**config.mk**
```make
export PLATFORM = sky130hd
export DESIGN_NAME = cobs_decoder
export DESIGN_NICKNAME = d
export VERILOG_FILES = /design/src/rtl/cobs_pkg.sv /design/src/rtl/cobs_out_reg.sv /design/src/rtl/cobs_decoder.sv
export SDC_FILE = /design/constraint.sdc
export NUM_CORES = 1
export LEC_CHECK = 0
export ABC_AREA = 1
export CAP_MARGIN = 20
export CORE_MARGIN = 5
export CORE_UTILIZATION = 30
export CTS_BUF_LIST = sky130_fd_sc_hd__clkbuf_8
export CTS_CLUSTER_SIZE = 40
export DETAILED_ROUTE_END_ITERATION = 6
export HOLD_SLACK_MARGIN = 0.12
export MAX_ROUTING_LAYER = met4
export PLACE_DENSITY = 0.54
export SETUP_SLACK_MARGIN = 0.15
export SLEW_MARGIN = 20
export SYNTH_ARGS = -nofsm -noshare
export SYNTH_HDL_FRONTEND = slang
export SYNTH_SLANG_ARGS = --single-unit
```
**constraint.sdc**
```tcl
create_clock -name clk -period 3.07 [get_ports clk]
set_clock_uncertainty 0.15 [all_clocks]
set_input_delay 0.4605 -clock clk [delete_from_list [all_inputs] [get_ports clk]]
set_output_delay 0.4605 -clock clk [all_outputs]
set_load 0.01 [all_outputs]
```
**src/rtl/cobs_pkg.sv**
```systemverilog
// Shared COBS constants and the decoder state type, used by both the encoder and decoder paths.
package cobs_pkg;
  localparam logic [7:0] COBS_DELIM    = 8'h00;
  localparam logic [7:0] COBS_MAX_CODE = 8'hFF;

  typedef enum logic {
    WAIT_CODE = 1'b0,
    IN_BLOCK  = 1'b1
  } cobs_dec_state_t;
endpackage

```
**src/rtl/cobs_out_reg.sv**
```systemverilog
// One-byte hold stage plus registered AXIS output; a byte leaves hold once its successor or the frame end is known.
// Loads happen only on accepted input, which the top gates with !o_vld || i_rdy, so the output never overruns.
module cobs_out_reg (
  input  logic       clk,
  input  logic       rst,
  input  logic       i_push,
  input  logic [7:0] i_push_dat,
  input  logic       i_end,
  input  logic       i_end_err,
  input  logic       i_rdy,
  output logic [7:0] o_dat,
  output logic       o_vld,
  output logic       o_last,
  output logic       o_user
);
  logic       r_hold_vld;
  logic [7:0] r_hold_dat;
  logic [7:0] r_dat;
  logic       r_vld;
  logic       r_last;
  logic       r_user;

  always_ff @(posedge clk or negedge rst) begin
    if (!rst) begin
      r_hold_vld <= 1'b0;
      r_hold_dat <= 8'h00;
      r_dat      <= 8'h00;
      r_vld      <= 1'b0;
      r_last     <= 1'b0;
      r_user     <= 1'b0;
    end else begin
      if (r_vld && i_rdy) begin
        r_vld <= 1'b0;
      end
      if (i_push) begin
        if (r_hold_vld) begin
          r_dat  <= r_hold_dat;
          r_vld  <= 1'b1;
          r_last <= 1'b0;
          r_user <= 1'b0;
        end
        r_hold_dat <= i_push_dat;
        r_hold_vld <= 1'b1;
      end else if (i_end && r_hold_vld) begin
        r_dat      <= r_hold_dat;
        r_vld      <= 1'b1;
        r_last     <= 1'b1;
        r_user     <= i_end_err;
        r_hold_vld <= 1'b0;
      end
    end
  end

  assign o_dat  = r_dat;
  assign o_vld  = r_vld;
  assign o_last = r_last;
  assign o_user = r_user;
endmodule

```
**src/rtl/cobs_decoder.sv**
```systemverilog
// Receive-side COBS decoder: 0x00-delimited frames in, payload bytes out with tlast/tuser; one-byte hold latency.
// Input ready follows output free (!m_axis_tvalid || m_axis_tready); truncated frames pulse frame_err and bump err_count.
module cobs_decoder
  import cobs_pkg::*;
#(
  parameter int ERR_CNT_WIDTH = 16
) (
  input  logic                     clk,
  input  logic                     rst,
  input  logic [7:0]               s_axis_tdata,
  input  logic                     s_axis_tvalid,
  output logic                     s_axis_tready,
  output logic [7:0]               m_axis_tdata,
  output logic                     m_axis_tvalid,
  input  logic                     m_axis_tready,
  output logic                     m_axis_tlast,
  output logic                     m_axis_tuser,
  output logic                     frame_err,
  output logic [ERR_CNT_WIDTH-1:0] err_count
);
  cobs_dec_state_t          r_state;
  cobs_dec_state_t          w_state_nxt;
  logic [7:0]               r_remaining;
  logic                     r_pending_zero;
  logic                     r_frame_err;
  logic [ERR_CNT_WIDTH-1:0] r_err_count;

  logic       w_accept;
  logic       w_is_delim;
  logic       w_push;
  logic [7:0] w_push_dat;
  logic       w_end;
  logic       w_err;

  assign s_axis_tready = !m_axis_tvalid || m_axis_tready;
  assign w_accept      = s_axis_tvalid && s_axis_tready;
  assign w_is_delim    = (s_axis_tdata == COBS_DELIM);

  always_ff @(posedge clk or negedge rst) begin
    if (!rst) begin
      r_state <= WAIT_CODE;
    end else begin
      r_state <= w_state_nxt;
    end
  end

  always_comb begin
    w_state_nxt = r_state;
    if (w_accept) begin
      case (r_state)
        WAIT_CODE: begin
          if (!w_is_delim && (s_axis_tdata > 8'd1)) begin
            w_state_nxt = IN_BLOCK;
          end
        end
        IN_BLOCK: begin
          if (w_is_delim || (r_remaining == 8'd1)) begin
            w_state_nxt = WAIT_CODE;
          end
        end
        default: w_state_nxt = WAIT_CODE;
      endcase
    end
  end

  always_comb begin
    w_push     = 1'b0;
    w_push_dat = 8'h00;
    w_end      = 1'b0;
    w_err      = 1'b0;
    if (w_accept) begin
      case (r_state)
        WAIT_CODE: begin
          if (w_is_delim) begin
            w_end = 1'b1;
          end else if (r_pending_zero) begin
            w_push     = 1'b1;
            w_push_dat = COBS_DELIM;
          end
        end
        IN_BLOCK: begin
          if (w_is_delim) begin
            w_end = 1'b1;
            w_err = 1'b1;
          end else begin
            w_push     = 1'b1;
            w_push_dat = s_axis_tdata;
          end
        end
        default: ;
      endcase
    end
  end

  // Block bookkeeping: a code of MAX_CODE carries no implied zero after its data.
  always_ff @(posedge clk or negedge rst) begin
    if (!rst) begin
      r_remaining    <= 8'h00;
      r_pending_zero <= 1'b0;
      r_frame_err    <= 1'b0;
      r_err_count    <= '0;
    end else begin
      r_frame_err <= w_err;
      if (w_err && (r_err_count != {ERR_CNT_WIDTH{1'b1}})) begin
        r_err_count <= r_err_count + 1'b1;
      end
      if (w_accept) begin
        if (w_is_delim) begin
          r_pending_zero <= 1'b0;
          r_remaining    <= 8'h00;
        end else if (r_state == WAIT_CODE) begin
          r_remaining    <= s_axis_tdata - 8'd1;
          r_pending_zero <= (s_axis_tdata != COBS_MAX_CODE);
        end else begin
          r_remaining <= r_remaining - 8'd1;
        end
      end
    end
  end

  assign frame_err = r_frame_err;
  assign err_count = r_err_count;

  cobs_out_reg u_out_reg (
    .clk        (clk),
    .rst        (rst),
    .i_push     (w_push),
    .i_push_dat (w_push_dat),
    .i_end      (w_end),
    .i_end_err  (w_err),
    .i_rdy      (m_axis_tready),
    .o_dat      (m_axis_tdata),
    .o_vld      (m_axis_tvalid),
    .o_last     (m_axis_tlast),
    .o_user     (m_axis_tuser)
  );
endmodule

```
Yosys cells after proc, flatten, opt, wreduce, memory -nomap -nowiden

Index checks and enable logic that the tools add are counted.

$add $sub $neg: 3
Eq/ne operators: 5
Reductions and logical operators: 13
Muxes and demuxes: 33
$lt $le $gt $ge: 1
Bitwise logic cells: 1
Multiply operators: 0
Shift-type cells: 0
Div/mod/pow operators: 0

Operators with widths:

| kind                  | count |
|---|---|
| $mux 8                | 7 |
| $mux 1                | 23 |
| $add 16x1->16 const B | 1 |
| $ne 16x16->1 const B  | 1 |
| $pmux 8 s2            | 1 |
| $sub 8x1->8 const B   | 2 |
| $eq 8x1->1 const B    | 1 |
| $gt 8x1->1 const B    | 1 |
| $logic_not 8->1       | 1 |
| $ne 8x8->1 const B    | 1 |
| $logic_and 1x1->1     | 5 |
| $pmux 1 s2            | 2 |
| $reduce_and 2->1      | 2 |
| $logic_not 1->1       | 2 |
| $logic_or 1x1->1      | 2 |
| $ne 2x1->1 const B    | 1 |
| $ne 2x2->1 const B    | 1 |
| $reduce_bool 2->1     | 1 |
| $not 1->1             | 1 |

Memories kept: 0
Bits in read-only memories: 0
Register bits after elaboration: 47
Input bits: 12
Latch bits: 0
Output and inout bits: 29
Word-level logic and storage cells: 67
Bits in writable memories: 0

Longest topological paths before layout

Gate-level depths: netlist (run 1).

Depth in word-level cells: 7
Depth in mapped cells: 10
Mapped depth without buffers: 9

By module

From an unflattened synthesis (run 1), not the netlist that was laid out.

Cell total of the unflattened synthesis: 383
Area, all modules: 2819.0 um2

Modules (own cells, without submodules):

| module       | area each (um2) | cells an instance | times used |
|---|---|---|---|
| cobs_decoder | 2018.2          | 297               | 1 |
| cobs_out_reg | 800.8           | 86                | 1 |

Worst setup path after synthesis (run 1)

No wires, ideal clock.

Kind: reg2reg
Start point: reg r_err_count[0] (netlist: err_count[0])
End point: reg r_err_count[8] (netlist: err_count[8])
Path buffers: 1
Arrival time: 1.507 ns
Clock period less this slack: 1.775 ns
Path slack: 1.295 ns
Stages on the path, launching flop included: 10
Path through: dfrtp_1 > ha_1 > inv_1 > nor2_2 > nand2_2 > nor2_8 > nor2_4 > buf_8 > nand2_2 > o21ai_2

Longest elaborated chain between the ends: 2
Elaborated cells on any way between the ends: 3

RTL lines:

| item                                                                  | RTL line            | text |
|---|---|---|
| start, declared                                                       | cobs_decoder.sv:26  | `logic [ERR_CNT_WIDTH-1:0] r_err_count;` |
| start signal, assigned                                                | cobs_decoder.sv:105 | `r_err_count <= r_err_count + 1'b1;` |
| parallel branches: the longest is 2 deep, another holds $add 16x1->16 | -                   |  |

Parallel ways; which one is timed is not known.
A chain may end at the register's enable or synchronous reset.

Worst setup path after layout (run 1)

Start point: in s_axis_tdata[0]
End point: reg u_out_reg.r_dat[7] (netlist: u_out_reg.o_dat[7])

Longest elaborated chain between the ends: 6
Elaborated cells on any way between the ends: 12

RTL lines:

| item                                                             | RTL line                               | text |
|---|---|---|
| start, declared                                                  | cobs_decoder.sv:10                     | `input logic [7:0] s_axis_tdata,` |
| $logic_not 8->1 *                                                | cobs_decoder.sv:37                     | `assign w_is_delim = (s_axis_tdata == COBS_DELIM);` |
| $mux 1 (on tied branches)                                        | cobs_decoder.sv:82, cobs_decoder.sv:74 |  |
| $pmux 1 s2 / $mux 1 (equally long branches)                      | cobs_decoder.sv:72, cobs_decoder.sv:71 |  |
| $mux 1 / $logic_and 1x1->1 (equally long branches)               | cobs_decoder.sv:71, cobs_out_reg.sv:44 |  |
| $ne 2x2->1 (no line) / $reduce_bool 2->1 (equally long branches) | -                                      |  |
| $reduce_and 2->1 (no line)                                       | -                                      |  |
| end signal, assigned                                             | cobs_out_reg.sv:37                     | `r_dat <= r_hold_dat;` |
| end signal, assigned                                             | cobs_out_reg.sv:45                     | `r_dat <= r_hold_dat;` |
| end, declared                                                    | cobs_out_reg.sv:18                     | `logic [7:0] r_dat;` |

Every way passes the cells marked *; elsewhere a longest branch is shown, timed or not.

==> impl_results.md, run 1 <==
- CP Launch Type: input pin
- # diodes: 0
- Die width: between 100 and 150 µm
- Mapped Cells: around 370
- Netlist cell types: 27
- Synth Cell Area: 0.00278 mm²
- Clk_lat worst skew: 0.30 ns
- CTS tree: done
- Boundary Pins: 41
- Seq cells post-synth: 47
- Cts repair resizes: 0
- Hold_buf cts: 1
- Largest net degree at the start of global routing: 28
- Power Total: 2.15 mW
- Crit path time final: about 2.4 ns
- DRT iter0 DRCs: slightly below 100
- Area growth syn-to-layout: 23.3%
- CTS Buf Count: 5
- Final Wtd Congestion: around 0.85
- Final Max Slew Viols: 0
- Postcts setup bufs: 0
- Pre-antenna DRT Iters: 4
- Adder-Cell Fraction of Synth Area: 0.0270
- First-pass GRT wire length: 11600 µm
- Crit Path Max Fanout: 11
- Initial Util: 0.303
- Core Footprint: 0.00915 mm²
- Worst-Margin Slew: 0.632 ns
- CP arrival: 2.43 ns
- Layout cells sized above 1: 0.0907
- Clk root buf: clkbuf_8
- Post-synthesis mux area share: 0
- Routed Antenna Nets: 0
- Synth warn: 0
- Final worst path period share: 0.780
- Routed wire length: 6680 µm
- Pwr Density: 629 mW/mm²
- Clk buf depth: 2
- Finish-stage setup viols: 0
- Per-cell routed wire length: 12.6 µm
- Max Cap Viol: 0
- Cell row count: 35
- IO buf count: 40
- Die height: ~110 µm
- Fin nets: 436
- CP Capture Type: register
- F_max: 418 MHz
- Post-route setup TNS: 0 ns
- Vias in the first global route: 2465
- Hold WS: 0.324 ns
- Hpwl dp: around 5100 µm
- Min-Delay Path Class: register to register
- Synthesized area per cell: about 7.4 µm²
- Slew margin rel.: 0.579
- Critical Path RT: just over 3 ns
- Sequential cell area fraction in the yosys report: 0.423
- H-tree depth: 2
- Avg Vias per Cell: 4.75
- Main combinational cell family by area after synthesis: simple AND/OR/NAND/NOR gates
- Post-synthesis simple-gate area fraction: 0.366
- Via count: 2518
- RSZ-0062 raised after global routing: false
- DRC: 0
- Net count after synthesis: 391
- Total leakage power: 1.70 nW
- Total grt overflow: 0
- XOR/XNOR Fraction of Synth Area: 0.0252
- Outcome: finished clean
- Peak supply drop: 0.271 mV
- CTS sink cnt: 47
- Die area: roughly 0.011 mm²
- Clock-pin slew of the registers on the worst-case setup and hold paths: 0.08 ns
- Final Hold Vio Count: 0
- Setup Crit Path Kind: input pin to register
- Antenna violations before repair: 0
- Total GRT Usage: 0.127
- Synth Area in Compound Gates: 0.0887
==> Yosys cell counts <==
library cell  number  share of area
xor2_1             8          0.025
nand3_4            1         0.0063
inv_1             33          0.045
nor2_2             2         0.0045
nand2_2            6          0.014
buf_8              1         0.0054
buf_6              1         0.0041
and2_1             1         0.0023
o21ai_0           30          0.054
nor2_1            33          0.045
buf_2              5         0.0090
inv_2              1         0.0014
clkinv_1           2         0.0027
o21ai_2            7          0.022
nor2_4             3          0.012
nand4_1            7          0.016
nand2_4            1         0.0041
nand2_1          118           0.16
nand3_1           51          0.092
dfrtp_1           47           0.42
clkbuf_1           2         0.0027
nor4_1             1         0.0023
ha_1               6          0.027
a21oi_4            1         0.0059
nor2_8             1         0.0072
nor3_1             1         0.0018
o22ai_1            3         0.0068
==> area by class of cell <==
type                       count  area (µm²)
clock buffer                   6        82.6
clock inverter                 2        35.0
fill                         969        5730
inverter                      36         135
multi-input combinational    281        1410
sequential                    47        1180
tap                          111         139
timing repair buffer          47         450
==> cell usage in the layout, fill, tap and decap left out, drive strengths merged <==
cell type	count
a21oi	1
and2	1
buf	7
bufinv	1
clkbuf	6
clkdlybuf4s50	39
clkinv	3
dfrtp	47
dlygate4sd3	1
ha	6
inv	34
nand2	125
nand3	52
nand4	7
nor2	39
nor3	1
nor4	1
o21ai	37
o22ai	3
xor2	8
==> flip-flops by register name, summed over array words and instances (netlist names) <==
signal / cells
u_out_reg.o_dat: 8
frame_err: 1
r_state: 1
err_count: 16
r_remaining: 8
u_out_reg.r_hold_vld: 1
r_pending_zero: 1
u_out_reg.o_user: 1
u_out_reg.r_hold_dat: 8
u_out_reg.o_vld: 1
u_out_reg.o_last: 1
==> critical path: stages <==
cell and delay (ns):
clkdlybuf4s50_1 0.57, inv_1 0.13, ha_1 0.28, nand2_4 0.11, inv_2 0.05, nand2_2 0.14
nand4_1 0.41, nand3_1 0.19, nand2_1 0.07
==> path summary, 6_finish.rpt <==
kind / start / to / slack, ns / depth (start not counted)
max in group asynchronous: rst / u_out_reg.r_hold_dat[1]$_DFFE_PN0P_ / 1.58 / 3
max: s_axis_tdata[0] / u_out_reg.o_dat[7]$_DFFE_PN0P_ / 0.68 / 9
min: u_out_reg.r_hold_dat[2]$_DFFE_PN0P_ / u_out_reg.r_hold_dat[2]$_DFFE_PN0P_ / 0.32 / 2
max reg2reg: err_count[0]$_DFFE_PN0P_ / err_count[7]$_DFFE_PN0P_ / 1.04 / 9
min in group asynchronous: rst / err_count[1]$_DFFE_PN0P_ / 0.55 / 2
min reg2reg: u_out_reg.r_hold_dat[2]$_DFFE_PN0P_ / u_out_reg.r_hold_dat[2]$_DFFE_PN0P_ / 0.32 / 2
==> through the flow <==
stage | std cells | cell area (µm²) | util | worst slack [ns]
after floorplan | 373 | 2780 | - | 1.30
after global placement | 521 | 3300 | 0.360 | 0.394
after detailed placement | 521 | 3300 | 0.360 | 0.374
after CTS | 530 | 3430 | 0.374 | 0.693
after global routing | 530 | 3430 | 0.374 | 0.519
final | 530 | 3430 | 0.374 | 0.677
==> per-layer routing <==
layer  track usage  vias to the layer above  routed length (µm)
met5             -                        -                   0
met4        0.0370                        0                  83
met3        0.0213                        6                 223
met2         0.193                       40                2990
met1         0.175                     1178                3380
li1              -                     1294                   -
==> cell families after synthesis <==
logic type,after synthesis
simple gates,226
flops,47
buf+inv,45
compound gates,41
xor+xnor,8
fa+ha+maj,6
==> report_power, final <==
group | switching, mW | leakage, nW | internal, mW
clock | 0.218 | 0.0612 | 0.264
sequential | 0.140 | 0.578 | 0.788
combinational | 0.423 | 1.06 | 0.322
Note: power is estimated with default switching activity, not from simulation.
==> run 2: changes to the inputs <==
PLACE_DENSITY = 0.56   (was 0.54)
clock period = 2.2 ns   (was 3.07 ns; I/O delays follow)
==> run 2 against run 1 <==
Design area increased by 2.6%. Sequential power rose by 39%. First-iteration DRC count increased by 38%. Total power grew 34%. Largest power group unchanged. Count of clock-buffer cells in the layout shrank 1. Critical path type is now input pin to output port. Setup slack worse by 0.40 ns. Via count increased by 2.1%. Routed wire length rose by 2.1%. Highest routed layer unchanged. Non-clock buffer count rose by 15.
==> impl_results.md, run 2 (synthesis gave the netlist of run 1 again) <==
- Total leakage power: 1.76 nW
- Clk_lat worst skew: 0.30 ns
- Clock power frac: 0.181
- DRC: 0
- Setup Crit Path Kind: input pin to output port
- CP arrival: 1.44 ns
- Final Max Slew Viols: 0
- Internal power: 1.79 mW
- Fin nets: 451
- Routed wire length: 6820 µm
- Min-Delay Path Class: input pin to asynchronous set/reset pin
- Clock-pin slew of the registers on the worst-case setup and hold paths: ~0.09 ns
- Flop2flop setup slack: 0.32 ns
- Clk buf depth: 2
- Hpwl dp: 5270 µm
- Initial Util: 0.303
- Die area: 0.0113 mm²
- Pwr Density: 819 mW/mm²
- Finish-stage setup viols: 0
- Routed Antenna Nets: 0
- Final worst path period share: 0.873
- DRT iter0 DRCs: around 140
- Placed Area: ~0.0034 mm²
- CTS sink cnt: 47
- Largest net degree at the start of global routing: 27
- Boundary Pins: just over 40
- Worst-Margin Slew: 0.372 ns
- F_max: between 500 and 600 MHz
- Pre-CTS WS: 0.00573 ns
- Total GRT Usage: 0.132
- R2r endpoint: err_count[7]$_DFFE_PN0P_
- Comb pwr share: 0.372
- Slew margin rel.: 0.752
- Crit path launch: m_axis_tready
- CP Capture Type: output port
- Cts repair resizes: 0
- Pre-antenna DRT Iters: 4
- Die width: 106 µm
- RSZ-0062 raised after global routing: false
- CTS Buf Count: 5
- Design Area, Final: 0.00352 mm²
- # diodes: 0
- Antenna violations before repair: 0
- Critical Path RT: about 1.7 ns
- Per-cell routed wire length: 12.5 µm
- Fin worst setup slack: 0.280 ns
- Commonest non-fill, non-tap cells in the layout: nand2_1 (118), nand3_1 (51), dfrtp_1 (47)
- Commonest non-fill, non-tap cell in the layout: nand2_1
- Crit path time final: around 1.9 ns
- Area growth syn-to-layout: 26.6%
- First-pass GRT wire length: 11800 µm
- Max reg flops: 16
- IO buf count: 40
- H-tree depth: 2
- Core Footprint: around 0.0092 mm²
- Peak supply drop: 0.302 mV
- Final Wtd Congestion: 0.855
- CTS tree: done
- Via count: about 2600
- Outcome: finished clean
- Final Hold Vio Count: 0
- Vias in the first global route: 2511
- Post-route setup TNS: 0 ns
- Post-layout util: 0.384
- Crit Path Max Fanout: 3
- Clk root buf: clkbuf_8
- Avg Vias per Cell: ~4.7
- Max Cap Viol: 0
- Die height: 106 µm
- Seq pwr share: 0.447
- R2r startpoint: err_count[0]$_DFFE_PN0P_
- Sw frac: 0.378
- Psw: 1.09 mW
- Total grt overflow: 0
- CP Launch Type: input pin
- Layout cells sized above 1: 0.120
- Cell row count: 35
- R2R cell count: 9
[run 2: final cells by class]
class / instances / area (µm²)
multi-input cells: 281 / 1410
fillers: 965 / 5640
well taps: 111 / 139
flip-flops and latches: 47 / 1180
clock buffers: 5 / 68.8
inverters: 36 / 135
repair buffers: 62 / 576
clock inverters: 2 / 13.8
[run 2: worst max path at each step]
stage,endpoint,slack [ns],cells past startpoint
after floorplan,err_count[8]$_DFFE_PN0P_,0.43,9
after global placement,u_out_reg.o_dat[5]$_DFFE_PN0P_,0.03,10
after detailed placement,u_out_reg.o_dat[1]$_DFFE_PN0P_,0.006,10
after CTS,s_axis_tready,0.27,4
after global routing,err_count[15]$_DFFE_PN0P_,0.15,9
final,s_axis_tready,0.28,4
[run 2: timing repair]
| item | in CTS | in global routing |
|---|---|---|
| endpoints found under the hold margin | 47 | 0 |
| buffers inserted | 0 | 0 |
| hold buffers | 1 | 0 |
[run 2: metrics by stage]
stage          hold WS [ns]  power, mW  std cells
6_report              0.250       2.88        544
5_1_grt               0.261       3.14        544
4_1_cts               0.248       2.92        544
3_5_place_dp         0.0493       2.39        536
3_3_place_gp         0.0489       2.36        536
2_1_floorplan        -0.116       1.93        373
[run 2: worst max-delay path, cell delays in order]
cell and delay (ns):
clkdlybuf4s50_1 0.45, inv_1 0.03, nand2_1 0.08, clkdlybuf4s50_1 0.54
[run 2: metal layers]
metal | wire length, µm | GRT usage | up-vias
met5 | 0 | - | -
met3 | 289 | 0.0273 | 7
met1 | 3210 | 0.170 | 1201
met2 | 3230 | 0.210 | 45
met4 | 93 | 0.0416 | 0
li1 | - | - | 1319
[run 2: power groups by stage]
stage	Combinational, mW	Clock [mW]	Sequential (mW)
after floorplan	0.643	0	1.29
after global placement	1.06	0	1.30
after detailed placement	1.08	0	1.30
after CTS	1.09	0.549	1.29
after global routing	1.23	0.584	1.33
final	1.07	0.521	1.29
